--- config.mk ---
export PLATFORM = sky130hd
export DESIGN_NAME = operand_sequencer
export DESIGN_NICKNAME = d
export VERILOG_FILES = /design/src/rtl/opseq_pkg.sv /design/src/rtl/operand_sequencer_key_edge.sv /design/src/rtl/operand_sequencer.sv
export SDC_FILE = /design/constraint.sdc
export NUM_CORES = 1
export LEC_CHECK = 0
export CAP_MARGIN = 5
export CORE_ASPECT_RATIO = 1.5
export CORE_MARGIN = 5
export CORE_UTILIZATION = 52
export CTS_BUF_LIST = sky130_fd_sc_hd__clkbuf_8
export CTS_CLUSTER_DIAMETER = 40
export DETAILED_ROUTE_END_ITERATION = 12
export GPL_ROUTABILITY_DRIVEN = 0
export PLACE_DENSITY = 0.85
export SYNTH_ARGS = -nofsm -noshare
export SYNTH_HDL_FRONTEND = slang
export SYNTH_SLANG_ARGS = --single-unit
export TNS_END_PERCENT = 100
--- constraint.sdc ---
create_clock -name clk -period 4.65 [get_ports clk]
set_input_delay 0.93 -clock clk [delete_from_list [all_inputs] [get_ports clk]]
set_output_delay 0.93 -clock clk [all_outputs]
set_load 0.02 [all_outputs]
--- src/rtl/opseq_pkg.sv ---
// Shared constants for operand_sequencer: state codes, operand byte-slot indices
// and a small state-decode helper.
package opseq_pkg;

  typedef logic [2:0] state_t;

  localparam state_t S_ALO   = 3'd0;
  localparam state_t S_AHI   = 3'd1;
  localparam state_t S_XLO   = 3'd2;
  localparam state_t S_XHI   = 3'd3;
  localparam state_t S_START = 3'd4;
  localparam state_t S_WACK  = 3'd5;
  localparam state_t S_WDONE = 3'd6;

  // The collecting states double as the byte-slot index via their low two bits.
  localparam logic [1:0] SLOT_A_LO = 2'd0;
  localparam logic [1:0] SLOT_A_HI = 2'd1;
  localparam logic [1:0] SLOT_X_LO = 2'd2;
  localparam logic [1:0] SLOT_X_HI = 2'd3;

  function automatic logic state_is_busy(input state_t s);
    return (s == S_START) || (s == S_WACK) || (s == S_WDONE);
  endfunction

endpackage

--- src/rtl/operand_sequencer_key_edge.sv ---
// Push-button synchroniser and rising-edge detector (module key_edge).
// The pulse is combinational from the flops, so the consumer acts on the 3rd edge.
module key_edge (
  input  logic clk,
  input  logic rst,
  input  logic keyIn,
  output logic pulse
);

  logic sync1_q, sync2_q, prev_q;
  logic valid1_q, valid2_q, armed_q;

  // armed_q only sets once the synchronised key has been seen low after reset,
  // so a button already held through reset release cannot fire a capture.
  always_ff @(posedge clk or negedge rst) begin
    if (!rst) begin
      sync1_q  <= 1'b0;
      sync2_q  <= 1'b0;
      prev_q   <= 1'b0;
      valid1_q <= 1'b0;
      valid2_q <= 1'b0;
      armed_q  <= 1'b0;
    end else begin
      sync1_q  <= keyIn;
      sync2_q  <= sync1_q;
      prev_q   <= sync2_q;
      valid1_q <= 1'b1;
      valid2_q <= valid1_q;
      if (valid2_q && !sync2_q) begin
        armed_q <= 1'b1;
      end
    end
  end

  assign pulse = sync2_q & ~prev_q & armed_q;

endmodule

--- src/rtl/operand_sequencer.sv ---
// Collects four bytes from a push button into operands A and X, then handshakes
// with a multiply core. Optional mid-sequence idle timeout: define OPSEQ_TIMEOUT_EN.
module operand_sequencer
  import opseq_pkg::*;
#(
  parameter int N              = 16,
  parameter int TIMEOUT_CYCLES = 1024
) (
  input  logic           clk,
  input  logic           rst,
  input  logic           keyIn,
  input  logic [N/2-1:0] inBus,
  input  logic           readyIn,
  output logic [N-1:0]   opA,
  output logic [N-1:0]   opX,
  output logic           startOut,
  output logic           busy,
  output logic [2:0]     phase,
  output logic           errTimeout
);

  localparam int B = N / 2;

  logic         capture;
  logic         timeout;
  state_t       state_q, state_d;
  logic [N-1:0] opA_q, opA_d;
  logic [N-1:0] opX_q, opX_d;

  key_edge u_key_edge (
    .clk   (clk),
    .rst   (rst),
    .keyIn (keyIn),
    .pulse (capture)
  );

`ifdef OPSEQ_TIMEOUT_EN
  localparam int CW = $clog2(TIMEOUT_CYCLES + 1);

  logic [CW-1:0] idleCnt_q, idleCnt_d;
  logic          errTimeout_q, errTimeout_d;
  logic          collecting;

  assign collecting = (state_q == S_AHI) || (state_q == S_XLO) || (state_q == S_XHI);

  // The count restarts on every capture and whenever the sequence is not mid-way.
  always_comb begin
    idleCnt_d    = '0;
    timeout      = 1'b0;
    errTimeout_d = errTimeout_q;
    if (collecting && !capture) begin
      if (idleCnt_q == CW'(TIMEOUT_CYCLES - 1)) begin
        timeout = 1'b1;
      end else begin
        idleCnt_d = idleCnt_q + CW'(1);
      end
    end
    if (timeout) begin
      errTimeout_d = 1'b1;
    end else if (capture && (state_q == S_ALO)) begin
      errTimeout_d = 1'b0;
    end
  end

  always_ff @(posedge clk or negedge rst) begin
    if (!rst) begin
      idleCnt_q    <= '0;
      errTimeout_q <= 1'b0;
    end else begin
      idleCnt_q    <= idleCnt_d;
      errTimeout_q <= errTimeout_d;
    end
  end

  assign errTimeout = errTimeout_q;
`else
  logic unusedTimeoutCfg;

  assign timeout          = 1'b0;
  assign errTimeout       = 1'b0;
  assign unusedTimeoutCfg = (TIMEOUT_CYCLES > 0);
`endif

  always_comb begin
    state_d = state_q;
    opA_d   = opA_q;
    opX_d   = opX_q;
    case (state_q)
      S_ALO, S_AHI, S_XLO, S_XHI: begin
        if (capture) begin
          case (state_q[1:0])
            SLOT_A_LO: opA_d[B-1:0] = inBus;
            SLOT_A_HI: opA_d[N-1:B] = inBus;
            SLOT_X_LO: opX_d[B-1:0] = inBus;
            default:   opX_d[N-1:B] = inBus;
          endcase
          state_d = state_q + 3'd1;
        end else if (timeout) begin
          state_d = S_ALO;
        end
      end
      S_START: state_d = S_WACK;
      S_WACK:  if (!readyIn) state_d = S_WDONE;
      S_WDONE: if (readyIn) state_d = S_ALO;
      default: state_d = S_ALO;
    endcase
  end

  always_ff @(posedge clk or negedge rst) begin
    if (!rst) begin
      state_q <= S_ALO;
      opA_q   <= '0;
      opX_q   <= '0;
    end else begin
      state_q <= state_d;
      opA_q   <= opA_d;
      opX_q   <= opX_d;
    end
  end

  assign opA      = opA_q;
  assign opX      = opX_q;
  assign startOut = (state_q == S_START);
  assign busy     = state_is_busy(state_q);
  assign phase    = state_q;

endmodule

==> summary.txt <==
Setup path
  • Worst setup path class: flip-flop to output pin
  • Data arrival, critical path: between 1.5 and 2 ns
  • Startpoint Class: flip-flop
  • Critical path fanouts, max: 7
  • Worst EP required: 3.72 ns
  • Worst setup EP type: output pin

Drt
  • Post-Route WL: around 4000 um
  • Initial DRC Count: 28
  • Routed WL per cell: approximately 19 um
  • Drt pass-1 iters: 4
  • Detailed-route via count: 1155
  • Vias per cell: 5.53
  • Drt drc: 0
  • Final ANT Viol Nets: 0

Synth
  • Distinct cells, synth: 26
  • Most frequent cell after synthesis: dfrtp_1
  • Seq cells post-synth: just over 40
  • Commonest cells post-synth: dfrtp_1, mux2_2, mux2_4
  • Sequential share of the synthesized area: 0.593
  • Top_reg_cell synth: dfrtp_1
  • Fraction of registers with async set/reset: 1.00
  • Largest cells by area after synthesis: dfrtp_1, mux2_2, mux2_4
  • Mapped Cells: ~120
  • Synth Warn #: 0
  • Area share of the largest cell type after synthesis: 0.593
  • Syn Area/Cell: between 10 and 15 um2
  • Netlist Area Pre-Place: around 1700 um2
  • Number of synthesized flops with an enable pin: 0
  • Net Count, Synth: 136
  • Area leader, netlist: dfrtp_1

Clocking
  • Clk sink count: 41
  • H-tree depth: 2
  • CTS Buf Count: 5
  • Clock Latency Late Sink: approximately 0.29 ns
  • TritonCTS clock tree: built
  • CTS resizes: 0
  • Bufs on Longest Clock Path: 2
  • Setup bufs post-CTS: 0
  • Clock Pin Slew Worst Setup and Hold Paths: ~0.07 ns
  • Hold_buf cts: 0
  • Clock root buffer: clkbuf_8

Finish
  • Layout cells sized above 1: 0.243
  • Nets@finish: 187
  • Multi-input logic area: between 600 and 700 um2
  • Layout fillers: about 230
  • Ant. Diodes: 0
  • Register area: around 1000 um2
  • Non-Filler Instances: 209
  • Area Overhead vs Synth: 33.9%
  • Final Util: 0.725

Global route
  • Pin count of the biggest net entering global routing: between 40 and 50
  • First-pass GRT wire length: about 6500 um
  • Total global-route track usage: 0.190
  • Antenna violations before repair: 0
  • Total congestion overflow: 0
  • Vias in the first global route: 1278

Job
  • Total of max-cap violations: 0

Power and ir drop
  • Power Dens Cells: 767 nW/um2
  • Peak supply drop: around 0.00056 V
  • Lkg Pwr: 1.00 nW

Placed design
  • HPWL Detailed: 2840 um
  • Inst Count DP: ~200
  • Number of port buffers: 48
  • Place WS: 2.13 ns

STA
  • Slew margin rel.: 0.429
  • Final worst slack: 1.81 ns
  • Endpoints failing setup: 0
  • Highest clock rate: approximately 350 MHz
  • Final period utilization: 0.611
  • Minimum clock period: 2.84 ns
  • Worst slew pin tran: 0.857 ns
  • Pins Over Slew Limit: 0
  • RSZ-0062 raised after global routing: false
  • Final Hold Vio Count: 0
  • Setup Skew: 0.00440 ns
  • Setup_tns: 0 ns

Die
  • Die area: 4600 um2
  • Die Height: ~81 um
  • # IOs: 50
  • # rows: 25
  • Core Area: between 3000 and 4000 um2
  • Initial Util: 0.542
  • Chip width: between 50 and 60 um

Status
  • Status: completed

Min path
  • HP Class: flip-flop to flip-flop
cell families after synthesis:
group | share of synthesized area
and+or+nand+nor | 0.0622
adders and majority gates | 0.0434
other | 0.00434
buffers and inverters | 0.0261
muxes | 0.232
DFF | 0.593
AOI/OAI and AO/OA | 0.0391
path summary, 6_finish.rpt:
path / start / end / slack (ns) / cells after the start
min in group asynchronous: rst / phase[2] / 0.75 / 1
worst max register to register: phase[0] / opX[15] / 2.47 / 5
worst min-delay path: u_key_edge.valid1_q / u_key_edge.valid2_q / 0.35 / 0
worst min register to register: u_key_edge.valid1_q / u_key_edge.valid2_q / 0.35 / 0
worst max-delay path: phase[0] / busy / 1.81 / 5
max in group asynchronous: rst / opA[9] / 3.36 / 1
state kept, by name, indices dropped and copies added, names as in the netlist:
register             count
u_key_edge.valid2_q      1
u_key_edge.armed_q       1
u_key_edge.sync1_q       1
u_key_edge.sync2_q       1
opX                     16
phase                    3
u_key_edge.prev_q        1
u_key_edge.valid1_q      1
opA                     16
final cells by class:
cell class / instances / share of cell area
Inverter: 5 / 0.00811
Timing Repair Buffer: 48 / 0.205
Clock buffer: 6 / 0.0357
Sequential cell: 41 / 0.443
Clock inverter: 1 / 0.00162
Tap cell: 40 / 0.0216
Multi-Input combinational cell: 68 / 0.284
cell usage in the layout, fill, tap and decap left out, drive strengths merged, types with 2 or more instances in the layout:
cell           netlist  final
mux2                32     32
nor2                 4      4
o211ai               2      2
nand3                4      4
a21o                 2      2
clkdlybuf4s50        0     47
a221oi               2      2
conb                 2      2
clkbuf               2      6
ha                   6      6
inv                  5      6
dfrtp               41     41
nor3                 3      3
power by group:
| part | switching [mW] | internal [mW] |
|---|---|---|
| clock | 0.110 | 0.115 |
| sequential | 0.103 | 0.516 |
| combinational | 0.442 | 0.490 |
| total | 0.654 | 1.12 |
routing by layer:
| metal | up-vias | track usage | routed length, um |
|---|---|---|---|
| met5 | - | 0 | 0 |
| met4 | 0 | 0.0905 | 119 |
| met3 | 13 | 0.0547 | 245 |
| met2 | 50 | 0.335 | 2180 |
| met1 | 577 | 0.205 | 1370 |
| li1 | 515 | - | - |
critical path: stages, from the launching register on:
cell             delay (ns)
dfrtp_1                0.47
inv_1                  0.12
ha_1                   0.26
nor3_1                 0.19
nor2_1                 0.06
clkdlybuf4s50_1        0.53
per-stage QoR:
stage,power (mW),cell area (um2),hold WS [ns]
after floorplan,1.13,1730,0.331
after global placement,1.52,2230,0.335
after detailed placement,1.56,2230,0.342
after CTS,1.79,2310,0.354
after global routing,1.88,2310,0.370
final,1.78,2310,0.350
(Power assumes the default switching activity.)
